--- config.mk ---
export PLATFORM = sky130hd
export DESIGN_NAME = fetch_prefetch_unit_flat
export DESIGN_NICKNAME = d
export VERILOG_FILES = /design/src/rtl/cpu_pkg.sv /design/src/rtl/fetch_prefetch_unit_if.sv /design/src/rtl/fetch_prefetch_unit_fifo.sv /design/src/rtl/fetch_prefetch_unit.sv /design/src/flat_wrapper.sv
export SDC_FILE = /design/constraint.sdc
export NUM_CORES = 1
export LEC_CHECK = 0
export BUFFER_PORTS_ARGS = -buffer_cell sky130_fd_sc_hd__buf_2
export CORE_MARGIN = 2
export CORE_UTILIZATION = 45
export DETAILED_ROUTE_END_ITERATION = 10
export PLACE_DENSITY = 0.67
export SYNTH_ARGS = -nofsm -noshare
export SYNTH_HDL_FRONTEND = slang
export SYNTH_HIERARCHICAL = 1
export SYNTH_SLANG_ARGS = --single-unit
--- constraint.sdc ---
create_clock -name clk -period 4.34 [get_ports clk]
set_clock_uncertainty 0.15 [all_clocks]
set_input_delay 1.085 -clock clk [delete_from_list [all_inputs] [get_ports clk]]
set_output_delay 1.085 -clock clk [all_outputs]
set_load 0.03 [all_outputs]
--- src/rtl/cpu_pkg.sv ---
// Shared core definitions: exception/boot vectors, instruction width,
// the PC increment rule (kernel bit [31] is sticky) and the fetch FSM states.
package cpu_pkg;
  localparam int          INSTR_W   = 32;
  localparam logic [31:0] START_VEC = 32'h0000_0000;
  localparam logic [31:0] ILLOP_VEC = 32'h8000_0004;
  localparam logic [31:0] XADR_VEC  = 32'h8000_0008;

  typedef enum logic [1:0] {ST_BOOT, ST_RUN, ST_HOLD} fetch_state_e;

  typedef struct packed {
    logic [31:0]        pc;
    logic [INSTR_W-1:0] instr;
  } fetch_entry_t;

  // Only the low 31 bits advance; the kernel bit never changes on increment.
  function automatic logic [31:0] pc_inc(input logic [31:0] pc);
    return {pc[31], pc[30:0] + 31'd4};
  endfunction
endpackage

--- src/rtl/fetch_prefetch_unit_if.sv ---
// Fetch-stage bus bundle: instruction memory request/response, redirect and
// hold controls from the core, and the valid/ready instruction port to ID.
//   master : the fetch unit
//   slave  : memory + core environment
interface fetch_prefetch_unit_if;
  import cpu_pkg::*;
  logic               imem_req;
  logic [31:0]        imem_addr;
  logic               imem_gnt;
  logic               imem_rvalid;
  logic [INSTR_W-1:0] imem_rdata;
  logic               redirect_valid;
  logic [31:0]        redirect_target;
  logic               hold;
  logic               id_valid;
  logic               id_ready;
  logic [INSTR_W-1:0] id_instr;
  logic [31:0]        id_pc;
  logic [31:0]        id_pc4;
  logic               fetch_err;

  modport master (
    output imem_req, imem_addr, id_valid, id_instr, id_pc, id_pc4, fetch_err,
    input  imem_gnt, imem_rvalid, imem_rdata, redirect_valid, redirect_target,
           hold, id_ready
  );
  modport slave (
    input  imem_req, imem_addr, id_valid, id_instr, id_pc, id_pc4, fetch_err,
    output imem_gnt, imem_rvalid, imem_rdata, redirect_valid, redirect_target,
           hold, id_ready
  );
endinterface

--- src/rtl/fetch_prefetch_unit_fifo.sv ---
// fetch_fifo: DEPTH x {pc, instr} circular queue.
//   i_clk, i_rst_n : clock, async active-low reset
//   i_flush        : empties the queue at the next edge (wins over push/pop)
//   i_push, i_data : enqueue one entry
//   i_pop          : drop the head; push+pop on a full queue is legal
//   o_head         : current head entry (undefined when o_count==0)
//   o_count        : number of valid entries
module fetch_fifo
  import cpu_pkg::*;
#(
  parameter int DEPTH = 4
) (
  input  logic                         i_clk,
  input  logic                         i_rst_n,
  input  logic                         i_flush,
  input  logic                         i_push,
  input  logic                         i_pop,
  input  fetch_entry_t                 i_data,
  output fetch_entry_t                 o_head,
  output logic [$clog2(DEPTH+1)-1:0]   o_count
);
  localparam int AW = $clog2(DEPTH);
  localparam int CW = $clog2(DEPTH+1);

  fetch_entry_t   r_mem [DEPTH];
  logic [AW-1:0]  r_wr, r_rd;
  logic [CW-1:0]  r_count;

  // DEPTH is a power of two, so pointers wrap naturally.
  always_ff @(posedge i_clk or negedge i_rst_n) begin
    if (!i_rst_n) begin
      r_wr    <= '0;
      r_rd    <= '0;
      r_count <= '0;
    end else if (i_flush) begin
      r_wr    <= '0;
      r_rd    <= '0;
      r_count <= '0;
    end else begin
      if (i_push) r_wr <= r_wr + AW'(1);
      if (i_pop)  r_rd <= r_rd + AW'(1);
      r_count <= r_count + CW'(i_push) - CW'(i_pop);
    end
  end

  always_ff @(posedge i_clk) begin
    if (i_push && !i_flush) r_mem[r_wr] <= i_data;
  end

  assign o_head  = r_mem[r_rd];
  assign o_count = r_count;
endmodule

--- src/rtl/fetch_prefetch_unit.sv ---
// Instruction fetch stage with prefetch queue.
//   clk   : core clock
//   reset : async active-low reset
//   bus   : fetch_prefetch_unit_if.master (imem req/gnt/rvalid, redirect,
//           hold, id valid/ready/instr/pc/pc4, fetch_err)
// Keeps up to MAX_OUTSTANDING requests in flight, never more than the queue
// can absorb, and discards responses that belong to a pre-redirect path.
// A response arriving on an empty queue is forwarded straight to ID.
module fetch_prefetch_unit
  import cpu_pkg::*;
#(
  parameter int          DEPTH           = 4,
  parameter int          MAX_OUTSTANDING = 2,
  parameter logic [31:0] RESET_VECTOR    = 32'h0000_0000
) (
  input logic                   clk,
  input logic                   reset,
  fetch_prefetch_unit_if.master bus
);
  localparam int CW = $clog2(DEPTH+1);

  fetch_state_e  r_state;
  logic [31:0]   r_fetch_pc;
  logic [31:0]   r_resp_pc;   // PC of the next response that will be kept
  logic [CW-1:0] r_out;
  logic [CW-1:0] r_discard;
  logic          r_fetch_err;

  logic [CW-1:0] w_count, w_live, w_out_nxt;
  logic          w_redir, w_req, w_issue, w_rsp, w_enq;
  logic          w_empty, w_byp, w_vld, w_fire, w_push, w_pop;
  fetch_entry_t  w_in, w_fifo_head, w_head;

  assign w_redir = bus.redirect_valid && (r_state != ST_BOOT);
  assign w_live  = r_out - r_discard;  // in-flight responses that will land in the queue
  assign w_req   = (r_state == ST_RUN) && !w_redir &&
                   (({1'b0, w_count} + {1'b0, w_live}) < (CW+1)'(DEPTH)) &&
                   (r_out < CW'(MAX_OUTSTANDING));
  assign w_issue = w_req && bus.imem_gnt;
  assign w_rsp   = bus.imem_rvalid && (r_out != '0);
  assign w_enq   = w_rsp && (r_discard == '0) && !w_redir;
  assign w_out_nxt = r_out + CW'(w_issue) - CW'(w_rsp);

  assign w_in.pc    = r_resp_pc;
  assign w_in.instr = bus.imem_rdata;

  // Empty-queue bypass gives redirect -> id_valid in two cycles.
  assign w_empty = (w_count == '0);
  assign w_byp   = w_empty && w_enq;
  assign w_head  = w_empty ? w_in : w_fifo_head;
  assign w_vld   = !w_empty || w_byp;
  assign w_fire  = w_vld && bus.id_ready && (r_state != ST_HOLD) && !w_redir;
  assign w_push  = w_enq && !(w_byp && w_fire);
  assign w_pop   = w_fire && !w_empty;

  fetch_fifo #(.DEPTH(DEPTH)) u_fifo (
    .i_clk   (clk),
    .i_rst_n (reset),
    .i_flush (w_redir),
    .i_push  (w_push),
    .i_pop   (w_pop),
    .i_data  (w_in),
    .o_head  (w_fifo_head),
    .o_count (w_count)
  );

  always_ff @(posedge clk or negedge reset) begin
    if (!reset) begin
      r_state     <= ST_BOOT;
      r_fetch_pc  <= RESET_VECTOR;
      r_resp_pc   <= RESET_VECTOR;
      r_out       <= '0;
      r_discard   <= '0;
      r_fetch_err <= 1'b0;
    end else begin
      case (r_state)
        ST_BOOT: r_state <= ST_RUN;
        ST_RUN:  if (bus.hold)  r_state <= ST_HOLD;
        ST_HOLD: if (!bus.hold) r_state <= ST_RUN;
        default: r_state <= ST_BOOT;
      endcase
      r_out       <= w_out_nxt;
      r_fetch_err <= bus.imem_rvalid && (r_out == '0);
      if (w_redir) begin
        // Everything still in flight after this cycle is wrong-path.
        r_discard  <= w_out_nxt;
        r_fetch_pc <= bus.redirect_target & ~32'd3;
        r_resp_pc  <= bus.redirect_target & ~32'd3;
      end else begin
        if (w_rsp && (r_discard != '0)) r_discard <= r_discard - CW'(1);
        if (w_issue) r_fetch_pc <= pc_inc(r_fetch_pc);
        if (w_enq)   r_resp_pc  <= pc_inc(r_resp_pc);
      end
    end
  end

  assign bus.imem_req  = w_req;
  assign bus.imem_addr = r_fetch_pc;
  assign bus.id_valid  = w_vld;
  assign bus.id_pc     = w_vld ? w_head.pc : 32'h0;
  assign bus.id_instr  = w_vld ? w_head.instr : '0;
  assign bus.id_pc4    = w_vld ? pc_inc(w_head.pc) : 32'h0;
  assign bus.fetch_err = r_fetch_err;
endmodule

--- src/flat_wrapper.sv ---
// flat-port wrapper written by rule: the top's interface ports become plain ports
module fetch_prefetch_unit_flat import cpu_pkg::*;
#(
  parameter int          DEPTH           = 4,
  parameter int          MAX_OUTSTANDING = 2,
  parameter logic [31:0] RESET_VECTOR    = 32'h0000_0000
)
  (clk, reset, bus_imem_req, bus_imem_addr, bus_id_valid, bus_id_instr, bus_id_pc, bus_id_pc4, bus_fetch_err, bus_imem_gnt, bus_imem_rvalid, bus_imem_rdata, bus_redirect_valid, bus_redirect_target, bus_hold, bus_id_ready);
  fetch_prefetch_unit_if bus_i ();
  input logic clk;
  input logic reset;
  output wire logic [$bits(bus_i.imem_req)-1:0] bus_imem_req;
  output wire logic [$bits(bus_i.imem_addr)-1:0] bus_imem_addr;
  output wire logic [$bits(bus_i.id_valid)-1:0] bus_id_valid;
  output wire logic [$bits(bus_i.id_instr)-1:0] bus_id_instr;
  output wire logic [$bits(bus_i.id_pc)-1:0] bus_id_pc;
  output wire logic [$bits(bus_i.id_pc4)-1:0] bus_id_pc4;
  output wire logic [$bits(bus_i.fetch_err)-1:0] bus_fetch_err;
  input wire logic [$bits(bus_i.imem_gnt)-1:0] bus_imem_gnt;
  input wire logic [$bits(bus_i.imem_rvalid)-1:0] bus_imem_rvalid;
  input wire logic [$bits(bus_i.imem_rdata)-1:0] bus_imem_rdata;
  input wire logic [$bits(bus_i.redirect_valid)-1:0] bus_redirect_valid;
  input wire logic [$bits(bus_i.redirect_target)-1:0] bus_redirect_target;
  input wire logic [$bits(bus_i.hold)-1:0] bus_hold;
  input wire logic [$bits(bus_i.id_ready)-1:0] bus_id_ready;
  assign bus_imem_req = bus_i.imem_req;
  assign bus_imem_addr = bus_i.imem_addr;
  assign bus_id_valid = bus_i.id_valid;
  assign bus_id_instr = bus_i.id_instr;
  assign bus_id_pc = bus_i.id_pc;
  assign bus_id_pc4 = bus_i.id_pc4;
  assign bus_fetch_err = bus_i.fetch_err;
  assign bus_i.imem_gnt = bus_imem_gnt;
  assign bus_i.imem_rvalid = bus_imem_rvalid;
  assign bus_i.imem_rdata = bus_imem_rdata;
  assign bus_i.redirect_valid = bus_redirect_valid;
  assign bus_i.redirect_target = bus_redirect_target;
  assign bus_i.hold = bus_hold;
  assign bus_i.id_ready = bus_id_ready;
  fetch_prefetch_unit #(.DEPTH(DEPTH), .MAX_OUTSTANDING(MAX_OUTSTANDING), .RESET_VECTOR(RESET_VECTOR)) u_core (.clk(clk), .reset(reset), .bus(bus_i));
endmodule
After elaboration in Yosys (flattened, before gate mapping)

Memories as Yosys holds them, arrays and structs flattened.
Index checks and enable logic that the tools add are counted.

Add/subtract/negate cells: 12
Magnitude comparators: 2
Equal/unequal tests: 5
Muxes and demuxes: 20
Reduce and logical (&&, ||, !) cells: 35

Operators by type and width:

| kind                    | count |
|---|---|
| $mux W32                | 5 |
| $add A31 B3 Y31 const B | 3 |
| $mux W64                | 1 |
| $mux W31                | 2 |
| $logic_and A1 B1 Y1     | 18 |
| $mux W2                 | 6 |
| $reduce_bool A2 Y1      | 6 |
| $logic_not A3 Y1        | 3 |
| $mux W3                 | 3 |
| $add A3 B1 Y3           | 2 |
| $ne A2 B2 Y1 const B    | 3 |
| $pmux W2 S3             | 1 |
| $reduce_bool A3 Y1      | 2 |
| $sub A3 B1 Y3           | 2 |
| $add A2 B1 Y2 const B   | 2 |
| $add A3 B3 Y4           | 1 |
| $lt A4 B3 Y1 const B    | 1 |
| $logic_not A1 Y1        | 3 |
| $lt A3 B2 Y1 const B    | 1 |
| $sub A3 B1 Y3 const B   | 1 |
| $sub A3 B3 Y3           | 1 |
| $eq A2 B1 Y1 const B    | 1 |
| $eq A2 B2 Y1 const B    | 1 |
| $logic_not A2 Y1        | 1 |
| other kinds (3)         | 4 |

Register bits after elaboration: 80
Bits in writable memories: 256
Output and inout bits: 131
Logic and storage cells: 86
Memories: 1

Memories:

| memory              | words | bits a word | rd ports | clocked after Yosys merged registers in | write ports | RTL line                       | text |
|---|---|---|---|---|---|---|---|
| u_core.u_fifo.r_mem | 4     | 64          | 1        | 0                                       | 1           | fetch_prefetch_unit_fifo.sv:25 | `fetch_entry_t r_mem [DEPTH];` |

Logic depth before layout (Yosys ltp)

Gate-level depths: netlist of the first run.

Depth after elaboration: 15
Mapped depth: 20
Gate-level depth less buffers: 19

Cells and area by module

The synthesis of the first run kept the hierarchy.

By module, submodules not included:

| module              | instances | cells each | area each (um2) | sequential area each (um2) |
|---|---|---|---|---|
| fetch_fifo          | 1         | 372        | 9688.0          | 7862.5 |
| fetch_prefetch_unit | 1         | 776        | 5725.5          | 1701.6 |

Worst setup path after synthesis of the first run

No wires, ideal clock.

Kind: flip-flop to output port
Start point: register u_core.u_fifo.r_count[1], in the netlist u_core/u_fifo/o_count[1]
End point: output bus_id_pc4[22]
Arrival time: 3.450 ns
Required time: 3.105 ns
Slack: -0.345 ns
Stages on the path, launching flop included: 15
Path through: dfrtp_1 or3_4 buf_6 buf_2 buf_1 clkbuf_1 nand2_1 nand2_1 ha_1 nand3_1 nor4_1 o22ai_1 a211oi_2 xnor2_1 o22ai_1

Longest elaborated chain between the ends: 4

RTL lines:

| element                                               | RTL line                                 | text |
|---|---|---|
| start: declaration                                    | fetch_prefetch_unit_fifo.sv:27           | `logic [CW-1:0] r_count;` |
| start signal: assignment                              | fetch_prefetch_unit_fifo.sv:42           | `r_count <= r_count + CW'(i_push) - CW'(i_pop);` |
| $logic_not A3 Y1 (*)                                  | fetch_prefetch_unit.sv:48                | `assign w_empty = (w_count == '0);` |
| $mux W64 (tied with other cells)                      | fetch_prefetch_unit.sv:50                | `assign w_head = w_empty ? w_in : w_fifo_head;` |
| $add A31 B3 Y31 or $logic_or A1 B1 Y1 (tied branches) | cpu_pkg.sv:18, fetch_prefetch_unit.sv:51 |  |
| $mux W32 (*)                                          | fetch_prefetch_unit.sv:102               | `assign bus.id_pc4 = w_vld ? pc_inc(w_head.pc) : 32'h0;` |
| end: declaration                                      | flat_wrapper.sv:17                       | `output wire logic [$bits(bus_i.id_pc4)-1:0] bus_id_pc4;` |

Every way passes the cells marked *; elsewhere a longest branch is shown, timed or not.

==> run summary, run 1 <==
The worst setup path is launched from a flip-flop. The synthesized area divided by synthesized cell count is 13.4 µm². The number of cells produced by synthesis came out at 1148. The maximum clock frequency is 0.228 GHz. The repair_antennas step left the layout with diodes totalling 0. By count the netlist is led by 256 x sky130_fd_sc_hd__edfxtp_1, 137 x sky130_fd_sc_hd__nand2_1, 92 x sky130_fd_sc_hd__nor2_1. The largest total area in the synthesized netlist belongs to sky130_fd_sc_hd__edfxtp_1. After detailed routing, the average wire length per cell comes to between 20 and 25 µm. The parity-gate share of the synthesized area counting xor and xnor cells is 0.0560. The initial antenna violation count is 0. From left edge to right edge, the die measures 189 µm.

The critical-path cell with the highest stage delay is sky130_fd_sc_hd__dfrtp_4. The post-route clock period utilization came out at 1.01. The max-slew violation count is 0. The remaining number of nets flagged by the antenna check after routing is 0. The number of enable flip-flop cells after synthesis came out at 256. Of the total synthesized cell area, the portion taken by AND, OR, NAND and NOR gates is 0.127.

The cts-stage hold buffer count came out at 0. The synthesized cell area came out at about 15000 µm². The distinct cell type count after synthesis is 64. The number of sinks driven by the clock tree came out at around 330. In this design, the critical path's most frequently occurring cell is sky130_fd_sc_hd__buf_4. By area, the combinational part of the netlist is dominated by simple AND/OR/NAND/NOR gates. The worst setup path is captured at a primary output. For this run, the post-layout net count is 1501.

Before antenna repair, the detailed router went through 5 iterations. Among all cell types in the netlist, the one instantiated most often is sky130_fd_sc_hd__edfxtp_1. Of the post-synthesis cell area, the dominant cell type holds 0.499. The number of buffers created by CTS came out at 36. After legalization and detailed placement, the total HPWL measured around 25 mm. The clock period minus worst slack came out at 4.39 ns. The root buffer cell chosen for the clock tree is sky130_fd_sc_hd__clkbuf_16. The floorplan step defined a core boundary enclosing 33600 µm². The launch instance of the worst min-delay path is u_core/r_out[2]. By startpoint and endpoint, the worst setup path is classified as flip-flop to primary output. The boundary pin count is 202. The share of final-layout standard cells stronger than drive strength 1 is 0.323. For the worst setup path, the data arrival time is between 3 and 4 ns.

The global router's overall resource usage is 0.213. The non-filler instance count after layout came out at between 1500 and 2000. Of the post-synthesis cell area, the part taken by muxes is 0.105. The placer congestion estimate is 0.859. The H-tree was split into 2 levels. Measured in cells, the most critical reg-to-reg path has a length of 19. The proportion of synthesized chip area in sequential cells came out at 0.621. After detailed routing, the number of vias per cell comes to roughly 5.5.

The compound-gate portion of the synthesized area is 0.0439. The first global-routing pass estimated ~59 mm of wire. In this run the worst hold path is classified as flip-flop to flip-flop. Relative to the synthesized area, the layout overhead comes to 23.2%. The count of placed standard cells including taps came out at 1802. The fraction of registers with async set or reset after synthesis came out at 0.227. The height of the die is 189 µm. In the post-synthesis netlist, the biggest area contributors are sky130_fd_sc_hd__edfxtp_1 50%, sky130_fd_sc_hd__dfrtp_1 12%, sky130_fd_sc_hd__mux4_2 9.4%.

Setup violations remaining at the end of the flow were counted as 8. The number of warning messages in the yosys log is 6. The die area came out at 35700 µm². The final route contains 10400 vias.

The global-route congestion overflow total is 0. The flow ran to the end, but the final reports show violations. Input and output buffers added on the ports amount to between 150 and 200. The power density over cell area is 674 nW/µm².

The most used flip-flop cell after synthesis is sky130_fd_sc_hd__edfxtp_1. The arithmetic-cell share of the synthesized area counting full adders, half adders and majority gates is 0.0177. The initial core utilization came out at 0.459. The analysis attributes to cell leakage a power of 0.00711 µW.

The relative slew slack came out at 0.356. The worst reg-to-reg setup slack is between 0.3 and 0.4 ns. The count of routing violations after the opening detailed-route iteration is between 800 and 900.

The largest incremental delay on the critical path came out at approximately 0.54 ns. The peak ir drop on the vdd network is 384 µV. The slew at the pin with the worst max-slew slack is between 0.9 and 1 ns. The number of hold violations in the final report came to 0. Among cell families on the critical path, the largest total delay comes from buffers and inverters. The clock-pin slew of the registers on the worst-case setup and hold paths came out at 0.06 ns.

The data required time at the worst endpoint is 3.11 ns. The end point of the worst hold path is u_core/bus.fetch_err. After detailed routing, the number of remaining DRC violations is 0. The buffer levels on the longest clock path is 3. The launch instance of the worst register-to-register path is u_core/r_out[0].

The buffering stage count on the worst path with inverters included came out at 4. Along the worst hold path, the cell count comes to 1. The post-route worst setup slack is -0.0466 ns. Entering global routing, the biggest net connects 91 pins. After detailed routing, the total wire length is 37.9 mm. The setup total negative slack is -0.225 ns.

Traced cell by cell, the critical path runs through buf_12, buf_4, mux4_2, nand4_1, nor2_1, a32oi_2, buf_4, nor4_2, xor2_1, nor2_1, buf_4. The final reports fail on setup timing. The number of max-capacitance violations reported came out at 0.

The register bit count reported by yosys is 331. The number of global-route vias before repair is 10600. Setup repair after global routing could not meet its margin everywhere. The worst-skew pair later-pin latency is 0.51 ns. The site row count came out at 67. The endpoint identified for the worst register-to-register timing path is u_core/r_discard[2]. The largest fanout on the critical path is 12. TritonCTS built the clock tree.
-- state kept, by name, indices dropped and copies added (netlist names) --
register,count
u_core/r_resp_pc,29
u_core/r_out,3
u_core/r_state,2
u_core/u_fifo/r_mem,256
u_core/r_discard,3
u_core/u_fifo/r_wr,2
u_core/bus.imem_addr,30
u_core/u_fifo/r_rd,2
u_core/bus.fetch_err,1
u_core/u_fifo/o_count,3
-- placed cells by master, fill, tap and decap left out, types with 6 or more instances in the layout --
cell,count
sky130_fd_sc_hd__clkbuf_1,11
sky130_fd_sc_hd__buf_12,13
sky130_fd_sc_hd__buf_4,72
sky130_fd_sc_hd__dfrtp_1,73
sky130_fd_sc_hd__nor2_2,6
sky130_fd_sc_hd__edfxtp_1,256
sky130_fd_sc_hd__nor2_1,85
sky130_fd_sc_hd__mux4_2,64
sky130_fd_sc_hd__xnor2_1,43
sky130_fd_sc_hd__ha_1,15
sky130_fd_sc_hd__nand2_1,135
sky130_fd_sc_hd__o21ai_0,10
sky130_fd_sc_hd__inv_1,26
sky130_fd_sc_hd__nand4_1,22
sky130_fd_sc_hd__a21oi_1,55
sky130_fd_sc_hd__nand3_1,73
sky130_fd_sc_hd__conb_1,10
sky130_fd_sc_hd__xor2_1,51
sky130_fd_sc_hd__buf_6,17
sky130_fd_sc_hd__clkbuf_16,36
sky130_fd_sc_hd__buf_2,176
sky130_fd_sc_hd__o22ai_1,6
sky130_fd_sc_hd__and3_1,11
sky130_fd_sc_hd__mux2i_1,15
sky130_fd_sc_hd__nor4_1,10
sky130_fd_sc_hd__nor3_1,15
-- through the flow --
step / area [µm²] / util / power (µW) / setup slack, ns / hold slack (ns)
final: 19000 / 0.565 / 12800 / -0.0466 / 0.390
after global routing: 19000 / 0.565 / 13400 / -0.175 / 0.424
after CTS: 18900 / 0.562 / 12800 / -0.118 / 0.355
after detailed placement: 17400 / 0.516 / 9670 / -0.0178 / 0.341
after global placement: 17400 / 0.516 / 9610 / 0.0179 / 0.339
after floorplan: 15500 / - / 8000 / -0.00836 / 0.312
-- where the power goes --
| group | internal [µW] | total [µW] | switching, µW |
|---|---|---|---|
| Combinational | 2040 | 5810 | 3770 |
| Clock | 1610 | 2780 | 1170 |
| Sequential | 3810 | 4210 | 395 |
| Total | 7450 | 12800 | 5340 |
-- cell type report --
type / count / area [µm²]
tap: 448 / 561
sequential: 331 / 9570
inverter: 27 / 101
multi-input combinational: 735 / 5820
timing repair buffer: 279 / 1880
clock buffer: 48 / 956
fill: 2747 / 14600
clock inverter: 13 / 104
-- worst max-delay path by stage --
stage,to,start,slack (ns),cells after the start
4_1_cts,bus_id_pc4[21],u_core/u_fifo/r_rd[0],-0.12,9
2_1_floorplan,bus_id_pc4[22],u_core/u_fifo/o_count[0],-0.008,12
3_5_place_dp,bus_id_pc4[22],u_core/u_fifo/r_rd[0],-0.02,11
5_1_grt,bus_id_pc4[22],u_core/u_fifo/r_rd[0],-0.18,10
3_3_place_gp,bus_id_pc4[22],u_core/u_fifo/r_rd[0],0.02,11
6_report,bus_id_pc4[29],u_core/u_fifo/r_rd[0],-0.05,11
-- logic make-up after synthesis --
logic type | count (synthesis)
simple gates | 414
fa+ha+maj | 20
mux | 82
compound gates | 112
other cells | 1
buf+inv | 91
xor+xnor | 97
flops | 331
-- worst reg2reg max path, stage by stage (launching register included) --
cell	delay [ns]
sky130_fd_sc_hd__dfrtp_1	0.40
sky130_fd_sc_hd__inv_1	0.07
sky130_fd_sc_hd__ha_1	0.13
sky130_fd_sc_hd__inv_1	0.05
sky130_fd_sc_hd__fa_2	0.32
sky130_fd_sc_hd__xor2_1	0.16
sky130_fd_sc_hd__xnor2_1	0.14
sky130_fd_sc_hd__ha_2	0.17
sky130_fd_sc_hd__or4b_4	0.52
sky130_fd_sc_hd__a311oi_4	0.37
sky130_fd_sc_hd__and2_4	0.20
sky130_fd_sc_hd__inv_1	0.05
sky130_fd_sc_hd__ha_1	0.26
sky130_fd_sc_hd__inv_1	0.05
sky130_fd_sc_hd__ha_1	0.13
sky130_fd_sc_hd__inv_1	0.05
sky130_fd_sc_hd__fa_2	0.35
sky130_fd_sc_hd__xor2_2	0.16
sky130_fd_sc_hd__nand2_1	0.07
sky130_fd_sc_hd__o21ai_0	0.07
-- metal layers --
layer  part of all wire  track usage
met2               0.48        0.350
met5                  0            0
met3              0.066       0.0400
met4              0.030       0.0760
met1               0.42        0.286
-- timing repair --
action | CTS | global route
resized for setup | 80 | 25
buffers inserted | 14 | 4
pin swaps | 13 | 16
endpoints found under the setup margin | 22 | 33
No activity file was read; power rests on OpenSTA's default activity.
==> run 2, diff against run 1 <==
Settings changed: RECOVER_POWER from default to 100, SLEW_MARGIN from default to 25.
==> run 2 against run 1 <==
The run ends with capacitance limit, slew limit, setup timing left. Non-clock buffer count stayed put. Setup slack better by 0.0031 ns. Global-route usage stayed put. Combinational power is 2% lower. Cell count stayed put. Sequential cell count stayed put. Sequential share of layout area is 0.95 points higher. Critical path type unchanged. Critical endpoint is now bus_id_pc4[22]. Highest routed layer unchanged.
==> run summary, run 2 (synthesis results as in run 1) <==
The element type at the critical path end is a primary output. The count of filler cells inserted in the layout came out at 2827. Measured against its own limit, the worst slew margin works out to -0.260. Of the cells placed in the final design, the portion with a size suffix greater than 1 is 0.250. The library cell used as clock root buffer is sky130_fd_sc_hd__clkbuf_16. The number of max-capacitance violations reported is 1. The area added between synthesis and finish is 20.9%. The number of buffers created by CTS came out at 36. The slew at the pin with the worst max-slew slack came out at 1.89 ns.

The number of hold violations in the final report is 0. The largest register by flop count is u_core/u_fifo/r_mem. The checks that failed: capacitance limit, slew limit, setup timing. The global-route congestion overflow total is 0. The first-pass iteration count of the detailed router came out at 5. Leaving out fill and tap cells, the most frequent cell in the layout is sky130_fd_sc_hd__edfxtp_1. Input and output buffers added on the ports amount to ~200. In this run the static leakage power is 0.00675 µW. The worst setup path is of the flip-flop to primary output kind. Setup repair after global routing could not meet its margin everywhere. The setup violation total in the final timing report is 8. The site row count came out at 67. The largest fanout on the critical path is 7.

Summed over all layers, the routed wires come to 37.9 mm. The first global-routing pass estimated 59.0 mm of wire. The ratio of routed vias to standard cells is 5.55. The number of nets in the layout is about 1500. The top cell types in the final layout, fill and taps aside, are 256 x sky130_fd_sc_hd__edfxtp_1, 135 x sky130_fd_sc_hd__nand2_1, 105 x sky130_fd_sc_hd__clkbuf_1. The final routed wire length divided by cell count is 20.1 µm.

The residual DRC count is 0. The count of placed standard cells including taps came out at 1802. The horizontal extent of the die came out at 189 µm.

The buffer levels on the longest clock path is 3. In this run the worst hold path is classified as flip-flop to flip-flop. Entering global routing, the biggest net connects 91 pins. The max-slew violation count came to 76. Dividing total power by cell area gives a power density of a little under 700 nW/µm². In the post-route analysis, the smallest setup slack over all paths is -0.0435 ns.

In this run the count of I/O pins placed on the die edge is 202. The post-route clock period utilization is 1.01. The initial antenna violation count is 0. The count of routing violations after the opening detailed-route iteration is around 800. The initial utilization of the core area, before any placement, comes to 0.459. The number of vias in the routed layout came out at 10400. In this run, post-CTS hold repair placed 0 buffers. The CTS H-tree depth is 2. The placer congestion estimate came out at around 0.86. STA puts the critical path data arrival time at roughly 3.2 ns.

The global router's overall resource usage is 0.213. TritonCTS built the clock tree. Once layout is complete, the cells apart from fillers number 1881. Once detail routing completed, the nets flagged for antenna violations numbered 0. Static timing analysis puts the maximum clock frequency at 0.228 GHz. The die is 189 µm tall. Summed over all failing endpoints, the final setup total negative slack is -0.183 ns. The share of the core filled with cells in the final layout is 0.554. The kind of launch point of the worst setup path is a flip-flop. The die area came out at 35700 µm². The number of global-route vias before repair is roughly 11000.

The placeable core area is 33600 µm². STA puts the critical path data required time at 3.11 ns. The repair_antennas step left the layout with diodes totalling 0. The worst-skew pair later-pin latency came out at 0.51 ns.

The run finished, with violations left. Counting I/O delays and the setup requirement, the final critical path takes between 4 and 5 ns. The peak ir drop on the vdd network is 373 µV. The number of sinks driven by the clock tree is 331.

The worst reg-to-reg setup slack came out at 0.17 ns. The estimated wirelength of the detail-placed design is 25.3 mm. The clock-pin slew of the registers on the worst-case setup and hold paths is 0.06 ns.

The number of flip-flops in the largest register is 256.
## run 2: cell types whose count changed in the layout (fill, tap and decap cells not counted), moves of 4 or more
| cell | previous run | this run |
|---|---|---|
| sky130_fd_sc_hd__and2_0 | 0 | 5 |
| sky130_fd_sc_hd__clkbuf_2 | 0 | 56 |
| sky130_fd_sc_hd__buf_12 | 13 | 3 |
| sky130_fd_sc_hd__buf_2 | 176 | 49 |
| sky130_fd_sc_hd__buf_4 | 72 | 54 |
| sky130_fd_sc_hd__clkbuf_4 | 1 | 6 |
| sky130_fd_sc_hd__and2_2 | 4 | 0 |
| sky130_fd_sc_hd__clkbuf_1 | 11 | 105 |
## run 2: final cells by class
class                      instances  area (µm²)  area share
sequential                       331        9570       0.514
multi-input combinational        735        5760       0.309
timing repair buffer             279        1580      0.0848
clock buffer                      48         956      0.0513
tap                              448         561      0.0301
clock inverter                    13         104     0.00557
inverter                          27         101     0.00544
## run 2: what timing repair did
item,4_1_cts,5_1_grt
pin swaps,13,16
buffers inserted,14,4
endpoints found under the setup margin,22,33
gates resized for setup,80,25
## run 2: critical path, stage by stage (launching register included)
cell                       delay, ns
sky130_fd_sc_hd__dfrtp_4        0.49
sky130_fd_sc_hd__mux4_2         0.53
sky130_fd_sc_hd__mux2_4         0.30
sky130_fd_sc_hd__ha_4           0.19
sky130_fd_sc_hd__nand3_4        0.09
sky130_fd_sc_hd__nor4_4         0.06
sky130_fd_sc_hd__o22ai_4        0.39
sky130_fd_sc_hd__a211oi_4       0.09
sky130_fd_sc_hd__xnor2_1        0.16
sky130_fd_sc_hd__o22ai_2        0.17
sky130_fd_sc_hd__buf_6          0.15
## run 2: path summary, 6_finish.rpt
kind	start	end	cells past startpoint
worst max-delay path	u_core/u_fifo/r_rd[0]	bus_id_pc4[22]	10
worst min-delay path	u_core/r_out[2]	u_core/bus.fetch_err	1
worst max register to register	u_core/r_out[0]	u_core/r_discard[2]	19
worst min register to register	u_core/r_out[2]	u_core/bus.fetch_err	1
max in group asynchronous	reset	u_core/u_fifo/r_rd[0]	1
min in group asynchronous	reset	u_core/r_out[2]	1
## run 2: stage by stage
stage / cell area (µm²) / hold slack (ns) / setup slack [ns] / total power [µW]
after floorplan: 15500 / 0.312 / -0.00836 / 8000
after global placement: 17400 / 0.339 / 0.0179 / 9610
after detailed placement: 17400 / 0.341 / -0.0178 / 9670
after CTS: 18900 / 0.355 / -0.118 / 12800
after global routing: 18600 / 0.424 / -0.199 / 13300
final: 18600 / 0.390 / -0.0435 / 12700
## run 2: routing by layer
| metal | share of wire | track usage |
|---|---|---|
| met1 | 0.42 | 0.286 |
| met2 | 0.48 | 0.350 |
| met3 | 0.062 | 0.0400 |
| met4 | 0.031 | 0.0760 |
| met5 | 0 | 0 |
## run 2: power by group
group          internal, µW  switching (µW)
clock network          1610            1170
logic                  1920            3770
registers              3810             392
==> run 3, diff against run 2 <==
Settings changed: SKIP_LAST_GASP from default to 1.
==> run 3 against run 2 <==
The run still ends with capacitance limit, slew limit, setup timing left. Largest power group unchanged. Wire length grew 1.3%. Largest cell class unchanged. Sequential power is essentially flat. Highest routed layer unchanged. Critical path type unchanged. Sequential cell count is the same.
==> run summary, run 3 (synthesis results as in run 1) <==
The flow ran to the end, but the final reports show violations. The checks that failed: capacitance limit, slew limit, setup timing. The count of port buffers added during placement is between 150 and 200. The count of filler cells inserted in the layout came out at about 2800. The boundary pin count is 202.

The library cell used most frequently in the layout, excluding fill and tap cells, is sky130_fd_sc_hd__edfxtp_1. After detailed placement, the design holds a cell count of 1802. The residual DRC count came out at 0. The number of hold violations in the final report is 0. The first-pass iteration count of the detailed router came out at 5. The peak ir drop on the vdd network is ~400 µV.

The ratio of routed vias to standard cells came out at 5.53. The wire-length estimate of the detail-placed layout is 25.3 mm. Setup repair after global routing could not meet its margin everywhere.

The number of global-route vias before repair came out at 10600. In the layout the commonest cells are 256 x sky130_fd_sc_hd__edfxtp_1, 134 x sky130_fd_sc_hd__nand2_1, 110 x sky130_fd_sc_hd__buf_2. The arrival time of data at the critical path endpoint came out at 3.19 ns. The initial antenna violation count was 0. The power density over cell area is just under 700 nW/µm². The post-route clock period utilization came out at 1.02. The post-route worst setup slack is -0.0832 ns. The share of total power dissipated in sequential elements is 0.329.

In this run the worst setup path terminates at bus_id_pc4[21]. The remaining number of nets flagged by the antenna check after routing is 0. The worst register-to-register path ends at u_core/bus.imem_addr[24]. The CTS H-tree depth came out at 2.

The internal power of the cells totals 7440 µW. Of all nets on the critical path, the largest fanout is 6. Measured in cells, the most critical reg-to-reg path has a length of 13. The detailed router finished its first iteration with 807 violations. The non-filler instance count after layout came out at about 1900. The leakage power total is 0.00691 µW. The finished cells cover 18800 µm². The number of vias in the routed layout came out at between 10000 and 15000. The clock network power share is 0.217. The worst hold path begins at u_core/r_out[2]. The initial core utilization came out at 0.459. The worst setup path is of the flip-flop to primary output kind. The share of the core filled with cells in the final layout came out at 0.560. The portion of total power attributed to combinational logic is 0.454. At the worst endpoint, the required time is between 3 and 4 ns. The wire length after detailed routing is approximately 38 mm. In the global route stage, met3 resource usage came out at 0.0397. The max-slew violation count came out at 76. In this run the most used layer during global routing was met2. The height of the die came out at roughly 190 µm. In this run, post-CTS hold repair placed 0 buffers. The placeable core area is approximately 34000 µm².

Static timing analysis puts the maximum clock frequency at 0.226 GHz. The number of antenna cells inserted came out at 0. The first global-routing pass estimated a little under 60 mm of wire. The share of final-layout standard cells stronger than drive strength 1 is 0.267. In this run the worst setup path begins at u_core/u_fifo/r_rd[0]. Routability-driven placement finished with a final weighted congestion of 0.859.

The worst register-to-register path begins at u_core/r_out[0]. In the final routed layout, each cell accounts on average for 20.3 µm. The register with the most flip-flops in the final layout is u_core/u_fifo/r_mem. The site row count came out at 67.

After the last flow step, the layout net total stands at 1512. The post-placement setup slack is -0.0178 ns. For this run, the total global-route usage over all layers was measured as 0.213. The library cell used as clock root buffer is sky130_fd_sc_hd__clkbuf_16. The global-route track usage on met2 came out at 0.352. The number of max-capacitance violations reported came out at 1. In this run the horizontal extent of the chip is 189 µm. Buffers inserted during clock tree synthesis total 36. The die area came out at 35700 µm². For this design the total switching power over the nets is roughly 5400 µW. For the worst-skew pair, the clock arrives at the later sink with an insertion delay of 0.51 ns.

The number of sinks driven by the clock tree is 331. The path class of the tightest hold or removal check is flip-flop to flip-flop. The number of flip-flops in the largest register is 256. The clock period minus worst slack is approximately 4.4 ns. The setup violation total in the final timing report came out at 12. The worst reg-to-reg setup slack is 0.18 ns.

The global-route congestion overflow total is 0. The cell area after placement is between 15000 and 20000 µm². The maximum number of pins on one net before global-route repair is 91. STA classifies the critical path endpoint as a primary output. The kind of launch point of the worst setup path is a flip-flop. The slew at the pin with the worst max-slew slack is ~1.9 ns. The hold slack came out at roughly 0.39 ns. The relative slew slack is -0.266. The buffer levels on the longest clock path came out at 3. The clock tree from TritonCTS is yes. The proportion of total power due to net switching is 0.419. The area added between synthesis and finish came out at 22.1%. The met1 capacity usage during global routing is 0.286. Clock-pin slew was measured on the worst setup and hold paths at 0.06 ns.
## run 3: changes by cell type in the layout (fill, tap and decap cells not counted), moves of 2 or more
cell,previous run,this run
sky130_fd_sc_hd__clkbuf_16,36,38
sky130_fd_sc_hd__clkbuf_1,105,93
sky130_fd_sc_hd__xnor2_1,43,41
sky130_fd_sc_hd__buf_2,49,110
sky130_fd_sc_hd__xnor2_2,0,2
sky130_fd_sc_hd__buf_6,17,19
sky130_fd_sc_hd__buf_4,54,60
sky130_fd_sc_hd__clkbuf_2,56,7
## run 3: power groups by stage
stage | registers (µW) | logic [µW] | clock network (µW)
after floorplan | 4310 | 3690 | 0
after CTS | 4200 | 5700 | 2850
after global placement | 4240 | 5370 | 0
final | 4210 | 5810 | 2780
after detailed placement | 4260 | 5410 | 0
after global routing | 4260 | 6220 | 2970
## run 3: worst max-delay path, cell delays in order (launching register included)
cell and delay (ns):
sky130_fd_sc_hd__dfrtp_4 0.56, sky130_fd_sc_hd__buf_12 0.17, sky130_fd_sc_hd__mux4_2 0.36, sky130_fd_sc_hd__nand4_1 0.17
sky130_fd_sc_hd__or3_4 0.41, sky130_fd_sc_hd__a21o_4 0.28, sky130_fd_sc_hd__a211oi_4 0.23, sky130_fd_sc_hd__xnor2_1 0.10
sky130_fd_sc_hd__o22ai_1 0.21, sky130_fd_sc_hd__buf_4 0.19
## run 3: worst min path at each step
stage                                       to  cells past startpoint
after floorplan           u_core/bus.fetch_err                      1
after global placement    u_core/bus.fetch_err                      1
after detailed placement  u_core/bus.fetch_err                      1
after CTS                 u_core/bus.fetch_err                      1
after global routing      u_core/bus.fetch_err                      1
final                     u_core/bus.fetch_err                      1
## run 3: routing by layer
layer	routed length (µm)	part of all wire	vias to the layer above
met2	18700	0.49	414
met3	2550	0.067	69
met5	0	0	-
li1	-	-	4798
met1	16000	0.42	5186
met4	1150	0.030	0
## run 3: through the flow
step | TNS [ns] | power, µW
2_1_floorplan | -0.00836 | 8000
3_3_place_gp | 0 | 9610
3_5_place_dp | -0.0178 | 9670
4_1_cts | -0.979 | 12700
5_1_grt | -4.25 | 13500
6_report | -0.542 | 12800
## run 3: layout make-up
type	count	area (µm²)	share of cell area
clock buffer	48	956	0.0508
clock inverter	13	104	0.00552
inverter	27	104	0.00552
multi-input combinational	735	5790	0.308
sequential	331	9570	0.508
tap	448	561	0.0298
timing repair buffer	290	1730	0.0921
## run 3: what timing repair did
action                                  in CTS  in global routing
pin swaps                                   13                 22
gates cloned                                 0                  2
endpoints found under the setup margin      22                 33
setup buffers                               14                 13
gates resized for setup                     71                 43
